**src/rtl/clock_ctrl.sv**
```systemverilog
// Timekeeping and time-setting controller: 1 s tick divider, BCD h/m/s
// counters, a four-state set-mode FSM driven by two debounced keys,
// a per-field blink mask for the field being set and an hourly chime.
module clock_ctrl #(
  parameter int CLK_DIV   = 50000000,
  parameter int BLINK_DIV = 25000000
) (
  input  logic       CP,
  input  logic       CR,
  input  logic       key_mode,
  input  logic       key_inc,
  output logic [7:0] hour,
  output logic [7:0] minute,
  output logic [7:0] second,
  output logic [1:0] mode,
  output logic [2:0] blink,
  output logic       tick,
  output logic       chime
);

  typedef enum logic [1:0] {
    RUN   = 2'b00,
    SET_H = 2'b01,
    SET_M = 2'b10,
    SET_S = 2'b11
  } mode_t;

  localparam int DW = (CLK_DIV > 2) ? $clog2(CLK_DIV) : 1;
  localparam int BW = (BLINK_DIV > 2) ? $clog2(BLINK_DIV) : 1;
  localparam logic [DW-1:0] DIV_LAST = DW'(CLK_DIV - 1);
  localparam logic [BW-1:0] BLK_LAST = BW'(BLINK_DIV - 1);

  // One BCD step with wrap to 00 after the field's last legal value.
  function automatic logic [7:0] bcd_inc(input logic [7:0] v, input logic [7:0] last);
    if (v == last)
      return 8'h00;
    else if (v[3:0] == 4'd9)
      return {v[7:4] + 4'd1, 4'd0};
    else
      return {v[7:4], v[3:0] + 4'd1};
  endfunction

  logic [7:0]    hour_q, hour_d, minute_q, minute_d, second_q, second_d;
  mode_t         mode_q, mode_d;
  logic [2:0]    blink_q, blink_d;
  logic          tick_q, tick_d, chime_q, chime_d;
  logic [DW-1:0] div_q, div_d;
  logic [BW-1:0] bcnt_q, bcnt_d;
  logic          phase_q, phase_d;
  logic          prev_mode_q, prev_mode_d, prev_inc_q, prev_inc_d;
  logic          mode_edge, inc_edge, div_last;

  // Next-state: divider, time advance, mode FSM, key increments and blink.
  always_comb begin
    hour_d      = hour_q;
    minute_d    = minute_q;
    second_d    = second_q;
    mode_d      = mode_q;
    chime_d     = 1'b0;
    prev_mode_d = key_mode;
    prev_inc_d  = key_inc;
    mode_edge   = key_mode & ~prev_mode_q;
    inc_edge    = key_inc & ~prev_inc_q;

    div_last = (div_q == DIV_LAST);
    tick_d   = div_last;
    div_d    = div_last ? '0 : div_q + DW'(1);

    if (mode_q == RUN && div_last) begin
      second_d = bcd_inc(second_q, 8'h59);
      if (second_q == 8'h59) begin
        minute_d = bcd_inc(minute_q, 8'h59);
        if (minute_q == 8'h59) begin
          hour_d  = bcd_inc(hour_q, 8'h23);
          chime_d = 1'b1;
        end
      end
    end

    if (bcnt_q == BLK_LAST) begin
      bcnt_d  = '0;
      phase_d = ~phase_q;
    end else begin
      bcnt_d  = bcnt_q + BW'(1);
      phase_d = phase_q;
    end

    // A mode edge takes priority; a coincident increment is dropped.
    if (mode_edge) begin
      case (mode_q)
        RUN:     mode_d = SET_H;
        SET_H:   mode_d = SET_M;
        SET_M:   mode_d = SET_S;
        default: begin
          mode_d = RUN;
          div_d  = '0;
        end
      endcase
      if (mode_d != RUN) begin
        bcnt_d  = '0;
        phase_d = 1'b0;
      end
    end else if (inc_edge && mode_q != RUN) begin
      case (mode_q)
        SET_H:   hour_d   = bcd_inc(hour_q, 8'h23);
        SET_M:   minute_d = bcd_inc(minute_q, 8'h59);
        default: second_d = bcd_inc(second_q, 8'h59);
      endcase
      bcnt_d  = '0;
      phase_d = 1'b0;
    end

    case (mode_d)
      SET_H:   blink_d = {phase_d, 2'b00};
      SET_M:   blink_d = {1'b0, phase_d, 1'b0};
      SET_S:   blink_d = {2'b00, phase_d};
      default: blink_d = 3'b000;
    endcase
  end

  // State register with synchronous reset; key history tracks live levels.
  always_ff @(posedge CP) begin
    if (CR) begin
      hour_q      <= 8'h00;
      minute_q    <= 8'h00;
      second_q    <= 8'h00;
      mode_q      <= RUN;
      blink_q     <= 3'b000;
      tick_q      <= 1'b0;
      chime_q     <= 1'b0;
      div_q       <= '0;
      bcnt_q      <= '0;
      phase_q     <= 1'b0;
      prev_mode_q <= key_mode;
      prev_inc_q  <= key_inc;
    end else begin
      hour_q      <= hour_d;
      minute_q    <= minute_d;
      second_q    <= second_d;
      mode_q      <= mode_d;
      blink_q     <= blink_d;
      tick_q      <= tick_d;
      chime_q     <= chime_d;
      div_q       <= div_d;
      bcnt_q      <= bcnt_d;
      phase_q     <= phase_d;
      prev_mode_q <= prev_mode_d;
      prev_inc_q  <= prev_inc_d;
    end
  end

  assign hour   = hour_q;
  assign minute = minute_q;
  assign second = second_q;
  assign mode   = mode_q;
  assign blink  = blink_q;
  assign tick   = tick_q;
  assign chime  = chime_q;

endmodule

```
**config.mk**
```make
export PLATFORM = sky130hd
export DESIGN_NAME = clock_ctrl
export DESIGN_NICKNAME = d
export VERILOG_FILES = /design/src/rtl/clock_ctrl.sv
export SDC_FILE = /design/constraint.sdc
export NUM_CORES = 1
export LEC_CHECK = 0
export ABC_AREA = 1
export CAP_MARGIN = 15
export CELL_PAD_IN_SITES_DETAIL_PLACEMENT = 1
export CELL_PAD_IN_SITES_GLOBAL_PLACEMENT = 2
export CORE_ASPECT_RATIO = 1.25
export CORE_UTILIZATION = 30
export DETAILED_ROUTE_END_ITERATION = 10
export GPL_ROUTABILITY_DRIVEN = 1
export PLACE_DENSITY_LB_ADDON = 0.25
export SLEW_MARGIN = 25
export SYNTH_ARGS = -nofsm -noshare
export SYNTH_HDL_FRONTEND = slang
export SYNTH_SLANG_ARGS = --single-unit
```
**constraint.sdc**
```tcl
create_clock -name CP -period 1.8 [get_ports CP]
set_clock_uncertainty 0.15 [all_clocks]
set_input_delay 0.18 -clock CP [delete_from_list [all_inputs] [get_ports CP]]
set_output_delay 0.18 -clock CP [all_outputs]
set_load 0.02 [all_outputs]
```
Word-level counts from Yosys, hierarchy flattened
Index checks and enable logic that the tools add are counted.
W data, S select, Z words.

operators by class
  add/subtract/negate cells = 8
  eq/ne operators = 13
  multiplexer cells = 37
  bitwise gates (word level) = 7
  reduce and logical (&&, ||, !) cells = 8

operators by type and width
  kind                     number
  $mux W8                  21
  $mux W25                 4
  $mux W26                 3
  $add A26 B1 Y26 const B  1
  $eq A26 B26 Y1 const B   1
  $add A25 B1 Y25 const B  1
  $eq A25 B25 Y1 const B   1
  $add A4 B1 Y4 const B    6
  $eq A8 B7 Y1 const B     2
  $eq A4 B4 Y1 const B     3
  $pmux W3 S3              1
  $eq A8 B6 Y1 const B     1
  $eq A2 B2 Y1 const B     3
  $pmux W2 S3              1
  $reduce_or A3 Y1         2
  $mux W1                  5
  $not A1 Y1               5
  $eq A2 B1 Y1 const B     2
  $mux W2                  2
  $reduce_bool A2 Y1       2
  $and A1 B1 Y1            2
  $logic_and A1 B1 Y1      2
  $logic_not A2 Y1         1
  $reduce_or A2 Y1         1

word-level totals
  bits in registers = 85
  input port bits = 4
  output and inout port bits = 31
  word-level logic and storage cells = 85

Longest topological paths before layout
  word-level depth = 9
  gate-level depth with buffers = 12

Least setup slack after synthesis
No wires, ideal clock.

  path type = flip-flop to flip-flop
  start = register mode_q[0], in the netlist mode[0]
  end = register bcnt_q[22]
  data arrival time = 1.736 ns
  path slack = -0.204 ns
  stages on the path, launching flop included = 12
  path buffers = 1
  cells stage by stage = dfxtp_1 > inv_1 > ha_1 > inv_1 > nand3_1 > o21ai_0 > nor2_1 > nand2_1 > inv_1 > buf_4 > o21ai_0 > nor2_1

on the way
  cells in the longest elaborated chain, start to end = 6
  elaborated cells on any way between the ends = 11
  those cells by class = eq/ne (2); mux (5); reduce/logical (4)

RTL lines
  item                                        RTL line  source
  start: declaration                          44        mode_t mode_q, mode_d;
  start signal: assignment                    140       mode_q <= mode_d;
  $eq A2 B2 Y1, or another cell as far along  90        case (mode_q)
  $pmux W2 S3                                 90
  $mux W2                                     89        if (mode_edge) begin
  $reduce_bool A2 Y1                          99        if (mode_d != RUN) begin
  $mux W25                                    99
  $mux W25 *                                  89
  end signal: assignment                      145       bcnt_q <= bcnt_d;
  end: declaration                            48        logic [BW-1:0] bcnt_q, bcnt_d;

Mark *: on every way between the ends. The rest lies on a longest branch, timed or not. The select of a mux whose other input is x is not followed.
A chain may end at the register's enable or synchronous reset.

Final worst setup path
  start = register div_q[0]
  end = register div_q[2]

on the way
  cells in the longest elaborated chain, start to end = 4
  elaborated cells on any way between the ends = 5
  those cells by class = add/sub (1); eq/ne (1); mux (3)

RTL lines
  item                                               RTL line  source
  start: declaration                                 47        logic [DW-1:0] div_q, div_d;
  start signal: assignment                           144       div_q <= div_d;
  $add A26 B1 Y26 or $eq A26 B26 Y1 (tied branches)  67, 65
  $mux W26 *                                         67        div_d = div_last ? '0 : div_q + DW'(1);
  $mux W26                                           90
  $mux W26 *                                         89

Mark *: on every way between the ends. The rest lies on a longest branch, timed or not.

==> results.sh <==
export IMPL_synthArstFlopShare_pct=0
export IMPL_core_area_mm2=0.0150
export IMPL_netlist_instances=677
export IMPL_cp_required_ns=1.89
export IMPL_syn2layout_area_growth_pct=50.8
export IMPL_rows=50
export IMPL_vias=4853
export IMPL_grt_use_met3_pct=3.05
export IMPL_hold_class="input pin to flip-flop"
export IMPL_cts_htree_levels=3
export IMPL_ys_seq_area_share_pct=36.9
export IMPL_clkLatencyLatePin_ns=0.36
export IMPL_gp_congestion=0.834
export IMPL_n_fill_cell=1873
export IMPL_syn_num_nets=700
export IMPL_grt_max_degree=24
export IMPL_clk_pin_slew_ns=0.06
export IMPL_cts_made_buffers=9
export IMPL_seq_area_mm2=0.00173
export IMPL_cp_common_cell="nor2_4"
export IMPL_multi_input_area_mm2=0.00295
export IMPL_end_kind="flip-flop"
export IMPL_fin_crit_sh_pct=103
export IMPL_route_detailed_drc=0
export IMPL_worstMarginPinSlew_ns=0.388
export IMPL_drv_slew=0
export IMPL_preCtsSetupSlack_ns=-0.306
export IMPL_busiest_layer="met2"
export IMPL_diodes=0
export IMPL_yosys_cell_types_count=38
export IMPL_yosysMostFrequentCell="nand2_1"
export IMPL_cp_max_fo=6
export IMPL_period_minus_slack_ns=1.86
export IMPL_ctsRootBufferMaster="clkbuf_16"
export IMPL_drt_iter0_drc=101
export IMPL_wire_per_inst_um=14.3
export IMPL_grt_use_met2_pct=34.3
export IMPL_grt_antenna_before_repair=0
export IMPL_floorplan_initialDensity_pct=30.7
export IMPL_critPathLaunchType="flip-flop"
export IMPL_p_comb_share_pct=8.8
export IMPL_synth_top_area_share_pct=36.9
export IMPL_cp_arrival_ns=1.95
export IMPL_p_leak_nw=3.11
export IMPL_setup_ws_ns=-0.0573
export IMPL_io_buffers=34
export IMPL_fin_area_mm2=0.00696
export IMPL_drive_gt1_share_pct=30.4
export IMPL_grt_pass1_vias=5053
export IMPL_layout_nets=863
export IMPL_die_y_um=141
export IMPL_placed_area_mm2=0.00596
export IMPL_die_w_um=113
export IMPL_use_met1_pct=22.5
export IMPL_clk_path_buf_depth=2
export IMPL_grt_util_all_layers_pct=19.0
export IMPL_utilization_pct=46.4
export IMPL_hold_viol=0
export IMPL_grt_pass1_wl_mm=24.0
export IMPL_rsz0062_at_grt="true"
export IMPL_drv_cap=0
export IMPL_synth_warnings=0
export IMPL_cts_sinks=85
export IMPL_synth_edff_count=0
export IMPL_synthTopCellsByCount="nand2_1, nor2_1, inv_1, dfxtp_1, nand3_1"
export IMPL_setup_viol=13
export IMPL_gr_total_overflow=0
export IMPL_fmaxAchievable_mhz=538
export IMPL_hold_worst_slack_ns=0.151
export IMPL_power_switching_w=0.00105
export IMPL_drtAntennaViolNets=0
export IMPL_firstDrtPassIters=4
export IMPL_synth_seq_cells=85
export IMPL_p_seq_share_pct=47.0
export IMPL_synthesis_area_mm2=0.00461
export IMPL_path_cells="ha_4, nand3_4, nor2_4, nand3_2, nor2_4, buf_6, nor2_4, inv_2, buf_12, buf_8, nor2_2"
export IMPL_via_per_inst=4.73
export IMPL_synth_flop_cell="dfxtp_1"
export IMPL_ios=35
export IMPL_cp_slowest_cell="dfxtp_2"
export IMPL_ys_top_cells_by_area="dfxtp_1, nand2_1, nor2_1, inv_1, ha_1"
export IMPL_path_class="flip-flop to flip-flop"
export IMPL_crit_path_max_incr_delay_ns=0.35
export IMPL_irDropWorstVdd_mv=0.352
export IMPL_status="finished, violations left"
export IMPL_die_area_mm2=0.0159
export IMPL_clockPowerShare_pct=44.2
export IMPL_avgSynthCellArea_um2=6.82
export IMPL_max_slew_margin_rel_pct=73.9
export IMPL_power_total_w=0.00410
export IMPL_powerDensity_mw_per_mm2=588
export IMPL_violations="negative setup slack"
export IMPL_place_hpwl_mm=10.6
export IMPL_intPower_w=0.00305
export IMPL_synth_top_area_cell="dfxtp_1"
export IMPL_routed_wirelength_mm=14.7
export IMPL_p_sw_share_pct=25.7
export IMPL_cts_tree="done"
## metal layers
layer | routed length [um] | vias to the layer above
met1 | 6400 | 2308
met3 | 352 | 17
met5 | 0 | -
met2 | 7630 | 43
met4 | 270 | 0
li1 | - | 2485
## worst paths after layout
kind / from / endpoint / slack, ns / cells after the start
min reg2reg: div_q[15] / div_q[15] / 0.33 / 2
min: key_mode / prev_mode_q / 0.15 / 1
max: div_q[0] / div_q[2] / -0.06 / 11
max reg2reg: div_q[0] / div_q[2] / -0.06 / 11
## worst max-delay path, delay by kind of cell (launching register included)
family	cells	cell delay, ns
AND/OR/NAND/NOR	6	0.55
buffers and inverters	4	0.52
flip-flops	1	0.35
adder cells (fa/ha/maj)	1	0.15
## layout make-up
type / count / area share, %
sequential: 85 / 24.8
clock inverter: 6 / 0.539
inverter: 91 / 4.91
clock buffer: 10 / 3.43
tap: 182 / 3.27
timing repair buffer: 159 / 20.7
multi-input combinational: 494 / 42.3
## repair_timing
| action | CTS | global route |
|---|---|---|
| buffers inserted | 8 | 12 |
| resized for setup | 35 | 109 |
| cloned | 2 | 3 |
| endpoints found under the setup margin | 51 | 85 |
| pin swaps | 8 | 21 |
| hold buffers | 0 | 0 |
## stage by stage
step,setup TNS [ns],std cells
final,-0.469,1027
after global routing,-4.05,1027
after CTS,-0.0197,1012
after detailed placement,-12.53,987
after global placement,-8.90,987
after floorplan,-0.147,677
## power by group through the flow
stage	clock [W]	combinational (W)	sequential, W
after floorplan	0	0.000126	0.00198
after global placement	0	0.000279	0.00196
after detailed placement	0	0.000292	0.00196
after CTS	0.00186	0.000301	0.00192
after global routing	0.00193	0.000394	0.00193
final	0.00181	0.000360	0.00192
## cells by family (layout without fill, tap and decap cells)
kind of cell	Yosys count	in the layout	share of synthesized area [%]
compound gates	60	60	6.94
xor+xnor	20	20	3.80
fa+ha+maj	19	19	5.15
buf+inv	101	266	8.92
flops	85	85	36.9
simple gates	392	395	38.3
## cell usage in the layout, fill, tap and decap left out, drive strengths merged, types with 18 or more instances in the layout
cell	synthesis	routed
nand3	42	42
a21oi	22	22
nor3	29	29
nor2	143	143
o21ai	28	28
buf	8	124
nand4	19	19
dfxtp	85	85
inv	90	91
clkdlybuf4s50	0	18
nand2	143	146
ha	19	19
## flip-flops by register name, indices dropped and copies added (netlist names)
| register | cells |
|---|---|
| div_q | 26 |
| bcnt_q | 25 |
| hour | 8 |
| minute | 8 |
| second | 8 |
| blink | 3 |
| mode | 2 |
| chime | 1 |
| phase_q | 1 |
| prev_inc_q | 1 |
| prev_mode_q | 1 |
| tick | 1 |
Note: power is estimated with default switching activity, not from simulation.
